===== config.mk =====
export PLATFORM = sky130hd
export DESIGN_NAME = divider_serial_p
export DESIGN_NICKNAME = d
export VERILOG_FILES = /design/src/rtl/divider_serial_p.sv
export SDC_FILE = /design/constraint.sdc
export NUM_CORES = 1
export LEC_CHECK = 0
export ABC_CLOCK_PERIOD_IN_PS = 6300
export BUFFER_PORTS_ARGS = -buffer_cell sky130_fd_sc_hd__buf_2
export CORE_UTILIZATION = 40
export CTS_BUF_LIST = sky130_fd_sc_hd__clkbuf_8
export CTS_CLUSTER_DIAMETER = 120
export DETAILED_ROUTE_END_ITERATION = 8
export GPL_ROUTABILITY_DRIVEN = 0
export HOLD_SLACK_MARGIN = 0.06
export PLACE_DENSITY = 0.54
export SLEW_MARGIN = 20
export SYNTH_ARGS = -nofsm -noshare
export SYNTH_HDL_FRONTEND = slang
export SYNTH_SLANG_ARGS = --single-unit

===== constraint.sdc =====
create_clock -name clk -period 6.3 [get_ports clk]
set_input_delay 0.63 -clock clk [delete_from_list [all_inputs] [get_ports clk]]
set_output_delay 0.63 -clock clk [all_outputs]
set_load 0.01 [all_outputs]

===== src/rtl/divider_serial_p.sv =====
// Serial-in / serial-out restoring integer divider.
// Operands arrive in IN_W-bit beats; quotient (and remainder) leave as one bit stream.
module divider_serial_p #(
   parameter int DATA_W  = 8,
   parameter int IN_W    = 4,
   parameter int SIGNED  = 0,
   parameter int OUT_REM = 1
) (
   input  logic            clk,
   input  logic            rst_n,
   input  logic            in_valid,
   input  logic [IN_W-1:0] in_data,
   output logic            out_valid,
   output logic            out_data,
   output logic            out_err
);

   localparam int NB    = DATA_W / IN_W;
   localparam int NBEAT = 2 * NB;
   localparam int NOUT  = (OUT_REM != 0) ? 2 * DATA_W : DATA_W;
   localparam int BW    = $clog2(NBEAT + 1);
   localparam int CW    = $clog2(NOUT + 1);
   localparam int SW    = 2 * DATA_W - IN_W;

   if (DATA_W % IN_W != 0) begin : g_bad_width
      $error("DATA_W must be a multiple of IN_W");
   end

   typedef enum logic [1:0] {IDLE, LOAD, CALC, OUT} state_e;

   state_e              state_q, state_d;
   logic [BW-1:0]       bcnt_q, bcnt_d;
   logic [CW-1:0]       cnt_q, cnt_d;
   logic [SW-1:0]       sbuf_q, sbuf_d;
   logic [DATA_W-1:0]   rem_q, rem_d;
   logic [DATA_W-1:0]   quo_q, quo_d;
   logic [DATA_W-1:0]   dvs_q, dvs_d;
   logic [DATA_W-1:0]   a_q, a_d;
   logic                qneg_q, qneg_d;
   logic                rneg_q, rneg_d;
   logic                dz_q, dz_d;
   logic                ovf_q, ovf_d;
   logic                ov_q, ov_d;
   logic                od_q, od_d;
   logic                oe_q, oe_d;

   logic [2*DATA_W-1:0] full;
   logic [DATA_W-1:0]   op_a, op_b;
   logic                an, bn;
   logic [DATA_W:0]     tmp, diff;
   logic [DATA_W-1:0]   qf, rf;
   logic [2*DATA_W-1:0] sel;

   assign full = {sbuf_q, in_data};
   assign op_a = full[2*DATA_W-1:DATA_W];
   assign op_b = full[DATA_W-1:0];
   assign an   = (SIGNED != 0) && op_a[DATA_W-1];
   assign bn   = (SIGNED != 0) && op_b[DATA_W-1];

   // rem < dvs keeps tmp - dvs below 2^DATA_W, so diff's top bit is the borrow
   assign tmp  = {rem_q, quo_q[DATA_W-1]};
   assign diff = tmp - {1'b0, dvs_q};

   assign qf = dz_q  ? '1  :
               ovf_q ? a_q :
               (qneg_q ? -quo_q : quo_q);
   assign rf = dz_q  ? a_q :
               ovf_q ? '0  :
               (rneg_q ? -rem_q : rem_q);
   assign sel = {qf, rf} << cnt_q;

   always_comb begin
      state_d = state_q;
      bcnt_d  = bcnt_q;
      cnt_d   = cnt_q;
      sbuf_d  = sbuf_q;
      rem_d   = rem_q;
      quo_d   = quo_q;
      dvs_d   = dvs_q;
      a_d     = a_q;
      qneg_d  = qneg_q;
      rneg_d  = rneg_q;
      dz_d    = dz_q;
      ovf_d   = ovf_q;
      ov_d    = 1'b0;
      od_d    = 1'b0;
      oe_d    = 1'b0;
      unique case (state_q)
         IDLE: begin
            if (in_valid) begin
               sbuf_d  = full[SW-1:0];
               bcnt_d  = BW'(1);
               state_d = LOAD;
            end
         end
         LOAD: begin
            if (!in_valid) begin
               bcnt_d  = '0;
               state_d = IDLE;
            end else begin
               sbuf_d = full[SW-1:0];
               bcnt_d = bcnt_q + BW'(1);
               if (bcnt_q == BW'(NBEAT - 1)) begin
                  rem_d   = '0;
                  quo_d   = an ? -op_a : op_a;
                  dvs_d   = bn ? -op_b : op_b;
                  a_d     = op_a;
                  qneg_d  = an ^ bn;
                  rneg_d  = an;
                  dz_d    = (op_b == '0);
                  ovf_d   = (SIGNED != 0) &&
                            (op_a == {1'b1, {(DATA_W-1){1'b0}}}) &&
                            (&op_b);
                  bcnt_d  = '0;
                  cnt_d   = '0;
                  state_d = CALC;
               end
            end
         end
         CALC: begin
            rem_d = diff[DATA_W] ? tmp[DATA_W-1:0] : diff[DATA_W-1:0];
            quo_d = {quo_q[DATA_W-2:0], ~diff[DATA_W]};
            cnt_d = cnt_q + CW'(1);
            if (cnt_q == CW'(DATA_W - 1)) begin
               cnt_d   = '0;
               state_d = OUT;
            end
         end
         OUT: begin
            if (cnt_q == CW'(NOUT)) begin
               cnt_d   = '0;
               state_d = IDLE;
            end else begin
               ov_d  = 1'b1;
               od_d  = sel[2*DATA_W-1];
               oe_d  = dz_q | ovf_q;
               cnt_d = cnt_q + CW'(1);
            end
         end
         default: state_d = IDLE;
      endcase
   end

   always_ff @(posedge clk or negedge rst_n) begin
      if (!rst_n) begin
         state_q <= IDLE;
         bcnt_q  <= '0;
         cnt_q   <= '0;
         sbuf_q  <= '0;
         rem_q   <= '0;
         quo_q   <= '0;
         dvs_q   <= '0;
         a_q     <= '0;
         qneg_q  <= 1'b0;
         rneg_q  <= 1'b0;
         dz_q    <= 1'b0;
         ovf_q   <= 1'b0;
         ov_q    <= 1'b0;
         od_q    <= 1'b0;
         oe_q    <= 1'b0;
      end else begin
         state_q <= state_d;
         bcnt_q  <= bcnt_d;
         cnt_q   <= cnt_d;
         sbuf_q  <= sbuf_d;
         rem_q   <= rem_d;
         quo_q   <= quo_d;
         dvs_q   <= dvs_d;
         a_q     <= a_d;
         qneg_q  <= qneg_d;
         rneg_q  <= rneg_d;
         dz_q    <= dz_d;
         ovf_q   <= ovf_d;
         ov_q    <= ov_d;
         od_q    <= od_d;
         oe_q    <= oe_d;
      end
   end

   assign out_valid = ov_q;
   assign out_data  = od_q;
   assign out_err   = oe_q;

endmodule


==> run summary <==
Status: finished, final reports clean
Clock skew: 0.00936 ns
Synth top area cells: dfrtp_1, mux2_2, nand2_1
CTS clk-pin slew, worst paths: 0.07 ns
Max Freq: 359 MHz
N_diodes: 0
Total core area: 7330 µm²
Fin Hold WS: 0.436 ns
Yosys reg bits: 58
Area share of the largest cell type after synthesis: 47.3%
Area leader, netlist: dfrtp_1
Final cell count without fillers: 406
Post-Synthesis Cells: 296
Vias in the first global route: 2024
P_leak: 1.54 nW
CTS tree: yes
RSZ-0062 raised after global routing: false
Fin nets: 321
Arrival time at the worst endpoint: 2.98 ns
TritonCTS Sinks: 58
CP Capture Type: register
Fin crit period: 2.78 ns
Max IR drop VDD: 0.178 mV
Initial Utilization: 41.8%
Io pins: 10
Pwr/cell area: 529 nW/µm²
Kind of critical path: reg -> reg
Slew HR: 35.6%
H-Tree Depth: 3
Synthesized cell area: 3070 µm²
Via count: 2151
Clk buf depth: 2
WP data required: 6.50 ns
Placed cells: 390
Top post-synthesis cells by count: dfrtp_1, nand2_1, mux2_2
Startpoint type of the worst setup path: register
Postcts setup bufs: 0
Post_cts resized: 0
Max Used Layer: met4
Initial antenna violation count: 0
Hold WC Path Type: in -> async
Layout area overhead: 9.55%
Synthesis Warnings: 0
Final ANT Viol Nets: 0
Fin util: 45.8%
TNS Setup: 0 ns
Async SR Flop Fraction: 100%
Design Area, Final: 3360 µm²
Die area: 8020 µm²
Met3 WL: 190 µm
Vias/cell: 5.30
Worst skew pair latency: 0.34 ns
Avg WL per Cell: 15.6 µm
CTS Buf Count: 9
Layout cells sized above 1: 18.2%
Drt pass-1 iters: 4
Detailed-route wire length: 6320 µm
Most common cell in the netlist: dfrtp_1
Place WS: 3.55 ns
Number of synthesized flops with an enable pin: 0
Iter 0 DRT Violations: 131
Worst-path maximum fanout: 10
Final worst setup slack: 3.52 ns
Placed Area: 3180 µm²
Post-synthesis sequential area ratio: 47.3%
Post-route DRC: 0
Row count: 31
First-pass GRT wire length: 10600 µm
# port buffers: 9
Tot Pwr: 1.78 mW
Die X: 89.5 µm
Die Span Y: 89.5 µm
Least-Margin Pin Slew: 0.966 ns
Most used DFF post-synth: dfrtp_1
Post-synth net total: 315
Crit share post-route: 44.2%
Final HPWL DP: 4470 µm
Final number of hold-violating endpoints: 0
Final setup violation count: 0
Max Slew Vio Count: 0
GR Overflow Total: 0
Root Driver: clkbuf_8
Post-synth cell types: 41
Max-cap violations: 0
Reg-to-reg slack, setup: 3.52 ns
Synth Area per Inst: 10.4 µm²
M1 WL: 3180 µm
Wire length on met2: 2870 µm
Largest net degree at the start of global routing: 59
Post-CTS Hold Buffers: 0
Global router's overall resource usage: 18.1%
==> final timing paths <==
kind | start | end | cells after the start
worst max register to register | quo_q[7]$_DFFE_PN0P_ | rem_q[4]$_DFFE_PN0P_ | 11
worst min register to register | a_q[2]$_DFFE_PN0P_ | a_q[2]$_DFFE_PN0P_ | 2
min in group clk | a_q[2]$_DFFE_PN0P_ | a_q[2]$_DFFE_PN0P_ | 2
worst max-delay path | quo_q[7]$_DFFE_PN0P_ | rem_q[4]$_DFFE_PN0P_ | 11
worst min-delay path | rst_n | rem_q[1]$_DFFE_PN0P_ | 2
max in group asynchronous | rst_n | dvs_q[1]$_DFFE_PN0P_ | 2
==> metal layers <==
layer	up-vias	track usage, %
li1	1053	-
met1	1057	25.5
met2	29	26.7
met3	12	5.54
met4	0	5.63
met5	-	0
==> critical path: stages, from the launching register on <==
cell	delay, ns
dfrtp_1	0.38
inv_1	0.09
ha_1	0.18
inv_1	0.06
fa_1	0.42
a211oi_1	0.36
nor3b_2	0.10
mux2i_1	0.14
a2111oi_2	0.34
buf_4	0.27
mux2i_1	0.22
o21ai_1	0.08
==> cells by family (layout without fill, tap and decap cells) <==
kind of cell	after synthesis	count (layout)	synth area share [%]
buf+inv	29	40	3.88
compound gates	57	57	11.4
flops	58	58	47.3
simple gates	94	94	14.0
fa+ha+maj	12	12	5.14
mux	38	38	16.0
xor+xnor	8	8	2.29
==> cells in the final DEF, fill, tap and decap left out, types with 7 or more instances in the layout <==
cell,n
ha_1,11
mux4_2,7
nor2_1,15
mux2_2,18
a21oi_1,15
nand3_1,9
dfrtp_1,58
clkbuf_8,10
buf_2,9
inv_1,13
mux2i_1,13
nand2_1,49
o21ai_0,13
==> cell type report <==
class / count / area (µm²)
fillers: 700 / 3970
multi-input cells: 209 / 1500
flip-flops and latches: 58 / 1450
clock buffers: 10 / 138
well taps: 99 / 124
repair buffers: 11 / 60.1
inverters: 13 / 48.8
clock inverters: 6 / 41.3
==> registers in the layout, indices dropped and copies added (netlist names), 3 cells and up, named ones only <==
| register | cells |
|---|---|
| rem_q | 8 |
| dvs_q | 8 |
| sbuf_q | 12 |
| cnt_q | 5 |
| a_q | 8 |
| quo_q | 8 |
| bcnt_q | 3 |
==> power by group <==
part / internal [mW] / leakage (nW) / switching [mW] / total (mW)
Sequential: 0.530 / 0.705 / 0.181 / 0.711
Combinational: 0.378 / 0.746 / 0.383 / 0.760
Clock: 0.153 / 0.0847 / 0.154 / 0.307
Note: power is estimated with default switching activity, not from simulation.
